<file path="src/rtl/time_base_counter.sv">
// Binary hh:mm:ss time base for the VGA clock: prescales clk to a 1 Hz tick,
// supports pause with per-field manual increment and a validated bulk load.
module time_base_counter #(
  parameter int unsigned CLK_FREQ = 50_000_000,
  parameter int unsigned PRE_W    = $clog2(CLK_FREQ)
) (
  input  logic       clk,
  input  logic       rst_n,
  input  logic       run_en,
  input  logic       inc_pulse,
  input  logic [1:0] inc_sel,
  input  logic       load_valid,
  input  logic [5:0] load_hour,
  input  logic [5:0] load_min,
  input  logic [5:0] load_sec,
  output logic       load_ready,
  output logic       load_err,
  output logic [5:0] hour,
  output logic [5:0] min,
  output logic [5:0] sec,
  output logic       tick_1hz,
  output logic       day_wrap
);

  localparam logic [PRE_W-1:0] PRE_MAX  = PRE_W'(CLK_FREQ - 1);
  localparam logic [5:0]       MAX_MS   = 6'd59;
  localparam logic [5:0]       MAX_HOUR = 6'd23;

  typedef enum logic {RUN_IDLE, LOAD_BUSY} state_t;

  state_t           r_state;
  logic [PRE_W-1:0] r_pre;
  logic [5:0]       r_hour, r_min, r_sec;
  logic             r_load_ready, r_load_err, r_tick, r_day_wrap;

  logic w_accept, w_load_ok, w_wrap, w_manual;

  // Load acceptance and range check share the same cycle; accepted loads block ticks and increments.
  assign w_accept  = (r_state == RUN_IDLE) && load_valid;
  assign w_load_ok = (load_hour <= MAX_HOUR) && (load_min <= MAX_MS) && (load_sec <= MAX_MS);
  assign w_wrap    = run_en && (r_pre == PRE_MAX);
  assign w_manual  = inc_pulse && !run_en && !w_accept;

  always_ff @(posedge clk) begin
    if (!rst_n) begin
      r_state      <= RUN_IDLE;
      r_pre        <= '0;
      r_hour       <= '0;
      r_min        <= '0;
      r_sec        <= '0;
      r_load_ready <= 1'b1;
      r_load_err   <= 1'b0;
      r_tick       <= 1'b0;
      r_day_wrap   <= 1'b0;
    end else begin
      r_tick     <= 1'b0;
      r_day_wrap <= 1'b0;
      r_load_err <= 1'b0;

      if (r_state == RUN_IDLE) begin
        if (load_valid) begin
          r_state      <= LOAD_BUSY;
          r_load_ready <= 1'b0;
        end
      end else begin
        r_state      <= RUN_IDLE;
        r_load_ready <= 1'b1;
      end

      if (w_accept) begin
        if (w_load_ok) begin
          r_hour <= load_hour;
          r_min  <= load_min;
          r_sec  <= load_sec;
          r_pre  <= '0;
        end else begin
          r_load_err <= 1'b1;
        end
      end else if (w_wrap) begin
        r_pre  <= '0;
        r_tick <= 1'b1;
        if (r_sec == MAX_MS) begin
          r_sec <= '0;
          if (r_min == MAX_MS) begin
            r_min <= '0;
            if (r_hour == MAX_HOUR) begin
              r_hour     <= '0;
              r_day_wrap <= 1'b1;
            end else begin
              r_hour <= r_hour + 6'd1;
            end
          end else begin
            r_min <= r_min + 6'd1;
          end
        end else begin
          r_sec <= r_sec + 6'd1;
        end
      end else begin
        if (run_en) begin
          r_pre <= r_pre + PRE_W'(1);
        end
        // Manual set: single field, modulo its range, no carry.
        if (w_manual) begin
          case (inc_sel)
            2'd0:    r_sec  <= (r_sec  == MAX_MS)   ? 6'd0 : r_sec  + 6'd1;
            2'd1:    r_min  <= (r_min  == MAX_MS)   ? 6'd0 : r_min  + 6'd1;
            2'd2:    r_hour <= (r_hour == MAX_HOUR) ? 6'd0 : r_hour + 6'd1;
            default: ;
          endcase
        end
      end
    end
  end

  assign load_ready = r_load_ready;
  assign load_err   = r_load_err;
  assign hour       = r_hour;
  assign min        = r_min;
  assign sec        = r_sec;
  assign tick_1hz   = r_tick;
  assign day_wrap   = r_day_wrap;

endmodule
</file>
<file path="config.mk">
export PLATFORM = sky130hd
export DESIGN_NAME = time_base_counter
export DESIGN_NICKNAME = d
export VERILOG_FILES = /design/src/rtl/time_base_counter.sv
export SDC_FILE = /design/constraint.sdc
export NUM_CORES = 1
export LEC_CHECK = 0
export BUFFER_PORTS_ARGS = -buffer_cell sky130_fd_sc_hd__buf_4
export CAP_MARGIN = 0
export CORE_ASPECT_RATIO = 0.7
export CORE_MARGIN = 5
export CORE_UTILIZATION = 56
export DETAILED_ROUTE_END_ITERATION = 12
export MAX_ROUTING_LAYER = met4
export PLACE_DENSITY = 0.79
export SETUP_SLACK_MARGIN = 0.05
export SLEW_MARGIN = 20
export SYNTH_ARGS = -nofsm -noshare
export SYNTH_HDL_FRONTEND = slang
export SYNTH_SLANG_ARGS = --single-unit
</file>
<file path="constraint.sdc">
create_clock -name clk -period 2.8 [get_ports clk]
set_input_delay 0.14 -clock clk [delete_from_list [all_inputs] [get_ports clk]]
set_output_delay 0.14 -clock clk [all_outputs]
set_load 0.02 [all_outputs]
</file>
==> metrics.md, run 1 <==
| Metric | Value |
|---|---|
| Outcome | `completed` |
| Psw | `416 uW` |
| Fmax | `406 MHz` |
| CTS tree | `built` |
| Core area | `4860 um2` |
| Largest family of logic cells by synthesized area | `simple AND/OR/NAND/NOR gates` |
| CTS HTree Levels | `2` |
| Post-synth top flop | `dfxtp_1` |
| Share of the yosys chip area belonging to registers | `34.4%` |
| Layout cell share with drive strength beyond 1 | `18.8%` |
| Max Cap Viol | `0` |
| Reg2reg end | `min[4]$_SDFFE_PN0P_` |
| First-pass GRT wire length | `13100 um` |
| Net Sw Frac | `28.4%` |
| Clock slew at reported path FFs | `0.09 ns` |
| Fin crit share | `88.1%` |
| Cell depth of the worst min-delay path | `3` |
| Worst endpoint required time | `3.00 ns` |
| Routability cong. | `0.897` |
| Synthesis-stage register bit count | `49` |
| Post-synthesis mux area share | `2.46%` |
| Pwr dens | `438 nW/um2` |
| ANT cells | `0` |
| Number of global-route vias before repair | `2582` |
| Die Ht | `69.7 um` |
| Reg2reg setup slack | `0.33 ns` |
| Top Ports | `47` |
| # hold bufs at CTS | `0` |
| Initial antenna violation count | `0` |
| Slew headroom | `36.8%` |
| Detailed placer's ending HPWL | `5790 um` |
| Number of flops mapped to enable cells by yosys | `0` |
| Antenna Nets Post-Route | `0` |
| DR DRC count | `0` |
| Synth Area in Compound Gates | `25.5%` |
| Met3 routed WL | `655 um` |
| Critical R2R Launch | `r_pre[0]$_SDFFE_PN0P_` |
| Worst Tran Pin Value | `0.943 ns` |
| Final min period | `2.47 ns` |
| WL met1 | `3800 um` |
| Placed instance area | `3240 um2` |
| Async S/R FF share, synth | `0%` |
| Worst reg2reg path depth | `6` |
| Unique cell type count in the Yosys netlist | `54` |
| IO buf count | `46` |
| CTS resizes | `0` |
| Uppermost routed layer | `met4` |
| Unrepaired setup endpoints after global routing | `false` |
| Rows | `21` |
| Syn nets | `378` |
| Worst-case clock skew | `0.00766 ns` |
| DR pass1 iterations | `5` |
| Worst skew pair latency | `0.30 ns` |
| Design Power | `1.46 mW` |
| Die width | `95.2 um` |
| P&R area growth vs syn | `17.3%` |
| Worst EP arrival | `2.66 ns` |
| Setup TNS Final | `0 ns` |
| Met2 wire len | `3170 um` |
| Cells after Synth | `349` |
| Largest net degree at the start of global routing | `36` |
| Total gr overflow | `0` |
| Slew Viols, Final | `0` |
| Max clock buf depth | `2` |
| Worst vdd ir | `0.000389 V` |
| Setup violations, final | `0` |
| Endpoint class of the critical path | `flop` |
| WL/cell | `16.9 um` |
| Combinational share of power | `16.9%` |
| Int Pwr | `1.05 mW` |
| Clk pwr share | `31.6%` |
| Reg power frac | `51.4%` |
| CTS buffer count | `5` |
| Initial Util | `58.6%` |
| Synth warn | `0` |
| Syn_area_per_cell | `8.16 um2` |
| All-Layer GR Usage | `24.8%` |
| Synth Area in Adders | `1.76%` |
| Lkg Pwr | `1.21 nW` |
| Design Area, Final | `3340 um2` |
| DR iter-0 viols | `278` |
| Simple-gate share of the synthesized area | `26.2%` |
| CTS root buffer | `clkbuf_8` |
| Startpoint Class | `flop` |
| Type of the most critical hold path | `input pin to flop` |
| Hold endpoint | `load_ready$_SDFFE_PP1P_` |
| Worst hold slack | `0.135 ns` |
| Die Area | `6630 um2` |
| Fin. Hold Viols | `0` |
| Sink Count | `49` |
| Crit path kind | `flop to flop` |
| Post-Synth XOR/XNOR Area | `5.23%` |
| Via Count | `2867` |
| Nets | `416` |
| Final wirelength | `7710 um` |
| Hold Path Origin | `load_valid` |
| Drt via density | `6.27` |
| # Post-CTS Setup Buffers | `0` |
| Netlist Area Pre-Place | `2850 um2` |
| CP max FO | `6` |
## cells in the mapped netlist (2+ instances only)
library cell	instances	area, um2
o21a_1	2	15.0
a31oi_1	3	18.8
o41ai_1	4	35.0
nand3_2	2	20.0
or3_1	4	25.0
nor2_1	21	78.8
a32oi_1	6	52.6
nor4_1	4	25.0
and2_1	2	12.5
o211ai_1	2	15.0
and4_1	3	26.3
nor3b_1	3	22.5
o221a_2	3	33.8
a21oi_1	23	115
xnor2_1	16	140
ha_1	4	50.1
a21boi_0	2	15.0
clkbuf_1	12	45.0
nand4_1	17	106
o31ai_1	9	67.6
nor4bb_1	2	20.0
a2111oi_0	4	35.0
buf_1	3	11.3
buf_2	5	25.0
o311ai_0	3	26.3
or4_1	7	52.6
a211oi_1	10	75.1
nor2b_1	2	12.5
or2_2	3	18.8
a22o_1	2	17.5
o21ai_0	17	85.1
dfxtp_1	49	981
nand3_1	9	45.0
o211a_1	2	20.0
nand2b_1	4	25.0
mux2i_1	7	70.1
a21o_1	7	52.6
nand3b_1	2	15.0
nand2_1	40	150
nor3_1	4	20.0
inv_1	12	45.0
## power groups by stage
stage | Sequential (mW) | Combinational (mW) | Clock [mW]
final | 0.753 | 0.248 | 0.463
after global routing | 0.758 | 0.271 | 0.505
after CTS | 0.753 | 0.246 | 0.465
after detailed placement | 0.769 | 0.246 | 0
after global placement | 0.768 | 0.241 | 0
after floorplan | 0.780 | 0.137 | 0
## layout make-up
cell class,count,area [um2]
multi-input combinational,268,1740
clock buffer,7,96.3
fill,406,1520
clock inverter,1,5.00
tap,69,86.3
timing repair buffer,51,383
sequential,49,981
inverter,12,45.0
## logic make-up after synthesis
family	after synthesis
adders and majority gates	4
and+or+nand+nor	136
xor gates and xnor gates	17
muxes	7
DFF	49
buffers and inverters	32
AOI/OAI and AO/OA	104
## sequential cells by signal, indices dropped and copies added, names as in the netlist
register / cells
sec: 6
r_state: 1
tick_1hz: 1
load_ready: 1
day_wrap: 1
min: 6
r_pre: 26
load_err: 1
hour: 6
## cell usage in the layout, fill, tap and decap left out, drive strengths merged, types with 5 or more instances in the layout
cell type,Yosys,layout
a2111oi,5,5
a211oi,10,10
a21o,7,7
a21oi,23,23
a32oi,6,6
buf,8,51
clkbuf,12,7
dfxtp,49,49
inv,12,12
mux2i,7,7
nand2,40,40
nand3,11,11
nand4,17,17
nor2,21,21
o21ai,18,18
o31ai,9,9
or4,8,8
xnor2,16,16
## routing by layer
layer  track usage (%)  vias up
met1              38.9     1328
met2              32.7      133
met4              4.96        0
met5                 -        -
met3              4.01       11
li1                  -     1395
## critical path, stage by stage, from the launching register on
cell	delay, ns
dfxtp_1	0.39
ha_1	0.21
nand3_2	0.14
or4_1	0.65
nor3_1	0.57
nor4_1	0.11
o221a_2	0.30
## worst max path at each step
stage | slack (ns) | start | to | depth (start not counted)
6_report | 0.33 | r_pre[0]$_SDFFE_PN0P_ | min[4]$_SDFFE_PN0P_ | 6
5_1_grt | 0.22 | r_pre[0]$_SDFFE_PN0P_ | min[4]$_SDFFE_PN0P_ | 6
4_1_cts | 0.41 | r_pre[0]$_SDFFE_PN0P_ | min[4]$_SDFFE_PN0P_ | 6
3_5_place_dp | 0.41 | r_pre[0]$_SDFFE_PN0P_ | min[4]$_SDFFE_PN0P_ | 6
3_3_place_gp | 0.55 | r_pre[0]$_SDFFE_PN0P_ | hour[3]$_SDFFE_PN0P_ | 6
2_1_floorplan | 0.64 | r_pre[0]$_SDFFE_PN0P_ | hour[3]$_SDFFE_PN0P_ | 7
## metrics by stage
stage	utilization, %	worst slack, ns	instances
after floorplan	-	0.643	349
after global placement	66.6	0.550	449
after detailed placement	66.6	0.407	449
after CTS	68.7	0.405	457
after global routing	68.7	0.216	457
final	68.7	0.334	457
(Power assumes the default switching activity.)
==> inputs of run 2 (changes only) <==
--- a/config.mk
+++ b/config.mk
@@ -9,3 +9,3 @@
 export CAP_MARGIN = 0
-export CORE_ASPECT_RATIO = 0.7
+export CORE_ASPECT_RATIO = 0.75
 export CORE_MARGIN = 5
==> constraint.sdc (replaced) <==
create_clock -name clk -period 2.8 [get_ports clk]
set_input_delay 0.42 -clock clk [delete_from_list [all_inputs] [get_ports clk]]
set_output_delay 0.42 -clock clk [all_outputs]
set_load 0.02 [all_outputs]
==> run 2 against run 1 <==
  * Clock power decreased by 13%
  * Non-clock buffer count increased by 1
  * Register-to-register slack improved by 0.05 ns
  * Hold slack improved by 0.29 ns
  * Critical path type unchanged
  * Global-route usage decreased by 1.9 points
  * Cell area decreased by 0.67%
  * Via count increased by 0.80%
  * Critical path depth unchanged
==> metrics.md, run 2 (synthesized netlist as in run 1, its figures left out) <==
| Metric | Value |
|---|---|
| Setup TNS Final | `0 ns (unchanged)` |
| # hold bufs at CTS | `0 (unchanged)` |
| Fin. Hold Viols | `0 (unchanged)` |
| Filler cell count | `393 (was 406)` |
| DR DRC count | `0 (unchanged)` |
| Max incr delay on CP | `0.61 ns (was 0.65 ns)` |
| Final setup margin | `0.381 ns (was 0.334 ns)` |
| CTS root buffer | `clkbuf_8 (unchanged)` |
| Max clock buf depth | `2 (unchanged)` |
| Hold endpoint | `load_ready$_SDFFE_PP1P_ (unchanged)` |
| Routability cong. | `1.01 (was 0.897)` |
| Most Crowded Layer GR | `met1 (unchanged)` |
| Initial Util | `58.1% (was 58.6%)` |
| Final non-filler cell total | `449 (was 457)` |
| Critical R2R Launch | `r_pre[0]$_SDFFE_PN0P_ (unchanged)` |
| Met2 usage | `31.1% (was 32.7%)` |
| Cell depth of the worst min-delay path | `3 (unchanged)` |
| Reg2reg end | `min[4]$_SDFFE_PN0P_ (unchanged)` |
| Die Ht | `71.8 um (was 69.7 um)` |
| CTS resizes | `0 (unchanged)` |
| Slew headroom | `41.7% (was 36.8%)` |
| Final Core Density | `67.7% (was 68.7%)` |
| Lkg Pwr | `1.21 nW (about the same)` |
| Nets | `417 (was 416)` |
| Crit path kind | `flop to flop (unchanged)` |
| Worst hold slack | `0.421 ns (was 0.135 ns)` |
| Die width | `92.3 um (was 95.2 um)` |
| Placed instance area | `3230 um2 (was 3240 um2)` |
| Startpoint Class | `flop (unchanged)` |
| Final wirelength | `7560 um (was 7710 um)` |
| CTS buffer count | `5 (unchanged)` |
| Initial antenna violation count | `0 (unchanged)` |
| Core area | `4900 um2 (was 4860 um2)` |
| Worst skew pair latency | `0.30 ns (about the same)` |
| Slowest CP cell | `or4_1 (unchanged)` |
| Reg2reg setup slack | `0.38 ns (was 0.33 ns)` |
| Commonest cells after routing, fill and taps aside | `buf_4, dfxtp_1, nand2_1 (unchanged)` |
| Post-place setup slack | `0.436 ns (was 0.407 ns)` |
| P&R area growth vs syn | `16.5% (was 17.3%)` |
| Worst Tran Pin Value | `0.871 ns (was 0.943 ns)` |
| Worst vdd ir | `0.000249 V (was 0.000389 V)` |
| Worst endpoint required time | `3.00 ns (about the same)` |
| Via Count | `2890 (was 2867)` |
| DR pass1 iterations | `5 (unchanged)` |
| Pwr dens | `424 nW/um2 (was 438 nW/um2)` |
| # Post-CTS Setup Buffers | `0 (unchanged)` |
| Fin crit share | `86.4% (was 88.1%)` |
| Rows | `22 (was 21)` |
| Hold Path Origin | `load_valid (unchanged)` |
| Detailed placer's ending HPWL | `5500 um (was 5790 um)` |
| Total gr overflow | `0 (unchanged)` |
| Setup violations, final | `0 (unchanged)` |
| Clock slew at reported path FFs | `0.09 ns (about the same)` |
| Outcome | `completed (unchanged)` |
| Unrepaired setup endpoints after global routing | `false (unchanged)` |
| WL/cell | `16.8 um (was 16.9 um)` |
| Sink Count | `49 (unchanged)` |
| Layout cell share with drive strength beyond 1 | `18.8% (about the same)` |
| GR Util met3 | `5.67% (was 4.01%)` |
| Endpoint class of the critical path | `flop (unchanged)` |
| Placed Cells | `441 (was 449)` |
| Met1 Usage GRT | `34.4% (was 38.9%)` |
| Type of the most critical hold path | `input pin to flop (unchanged)` |
| Number of global-route vias before repair | `2449 (was 2582)` |
| Die Area | `6630 um2 (about the same)` |
| Drt via density | `6.44 (was 6.27)` |
| Top Ports | `47 (unchanged)` |
| Slew Viols, Final | `0 (unchanged)` |
| First-pass GRT wire length | `12300 um (was 13100 um)` |
| Design Area, Final | `3320 um2 (was 3340 um2)` |
| Max FFs per register | `26 (unchanged)` |
| ANT cells | `0 (unchanged)` |
| CTS HTree Levels | `2 (unchanged)` |
| Worst-case clock skew | `0.00796 ns (was 0.00766 ns)` |
| Antenna Nets Post-Route | `0 (unchanged)` |
| Design Power | `1.41 mW (was 1.46 mW)` |
| Crit path cell chain | `ha_1 -> nand3_2 -> or4_1 -> nor3_1 -> nor4_1 -> o221a_2 (unchanged)` |
| Max Cap Viol | `0 (unchanged)` |
| CTS tree | `built (unchanged)` |
| Largest Register | `r_pre (unchanged)` |
| Worst EP arrival | `2.62 ns (was 2.66 ns)` |
| DR iter-0 viols | `283 (was 278)` |
| CP max FO | `6 (unchanged)` |
| Commonest non-fill, non-tap cell in the layout | `buf_4 (unchanged)` |
| Final min period | `2.42 ns (was 2.47 ns)` |
| Largest net degree at the start of global routing | `36 (unchanged)` |
| All-Layer GR Usage | `22.9% (was 24.8%)` |
| IO buf count | `46 (unchanged)` |
| Worst reg2reg path depth | `6 (unchanged)` |
| Fmax | `413 MHz (was 406 MHz)` |
## run 2: cell types whose count changed in the layout (fill, tap and decap cells not counted), sizes merged
cell	before	now
buf	51	52
clkinv	1	2
clkbuf	7	6
## run 2: report_power, final
group | total [mW] | switching, mW | internal (mW)
combinational | 0.247 | 0.142 | 0.105
clock | 0.405 | 0.231 | 0.174
sequential | 0.756 | 0.0363 | 0.719
total | 1.41 | 0.409 | 0.999
## run 2: worst max-delay path, delay by kind of cell (launching register included)
| kind | cells | cell delay [ns] |
|---|---|---|
| AO/OA/AOI/OAI | 1 | 0.30 |
| adder cells (fa/ha/maj) | 1 | 0.20 |
| flip-flops | 1 | 0.39 |
| AND/OR/NAND/NOR | 4 | 1.42 |
## run 2: metal layers
layer,part of all wire [%],vias to the layer above
li1,-,1399
met3,9.0,7
met4,0.61,0
met1,49,1341
met5,0,-
met2,41,143
## run 2: worst max path at each step
stage / from / to / slack, ns / depth (start not counted)
6_report: r_pre[0]$_SDFFE_PN0P_ / min[4]$_SDFFE_PN0P_ / 0.38 / 6
5_1_grt: r_pre[0]$_SDFFE_PN0P_ / sec[3]$_SDFFE_PN0P_ / 0.22 / 6
4_1_cts: r_pre[0]$_SDFFE_PN0P_ / min[4]$_SDFFE_PN0P_ / 0.42 / 6
3_5_place_dp: r_pre[0]$_SDFFE_PN0P_ / min[4]$_SDFFE_PN0P_ / 0.44 / 6
3_3_place_gp: r_pre[0]$_SDFFE_PN0P_ / min[4]$_SDFFE_PN0P_ / 0.49 / 6
2_1_floorplan: r_pre[0]$_SDFFE_PN0P_ / hour[3]$_SDFFE_PN0P_ / 0.64 / 7
## run 2: layout make-up
class / count / area (um2) / share of cell area [%]
inverters: 12 / 45.0 / 1.36
multi-input cells: 268 / 1740 / 52.5
repair buffers: 52 / 390 / 11.8
clock buffers: 6 / 72.6 / 2.19
flip-flops and latches: 49 / 981 / 29.6
clock inverters: 2 / 10.0 / 0.302
well taps: 60 / 75.1 / 2.26
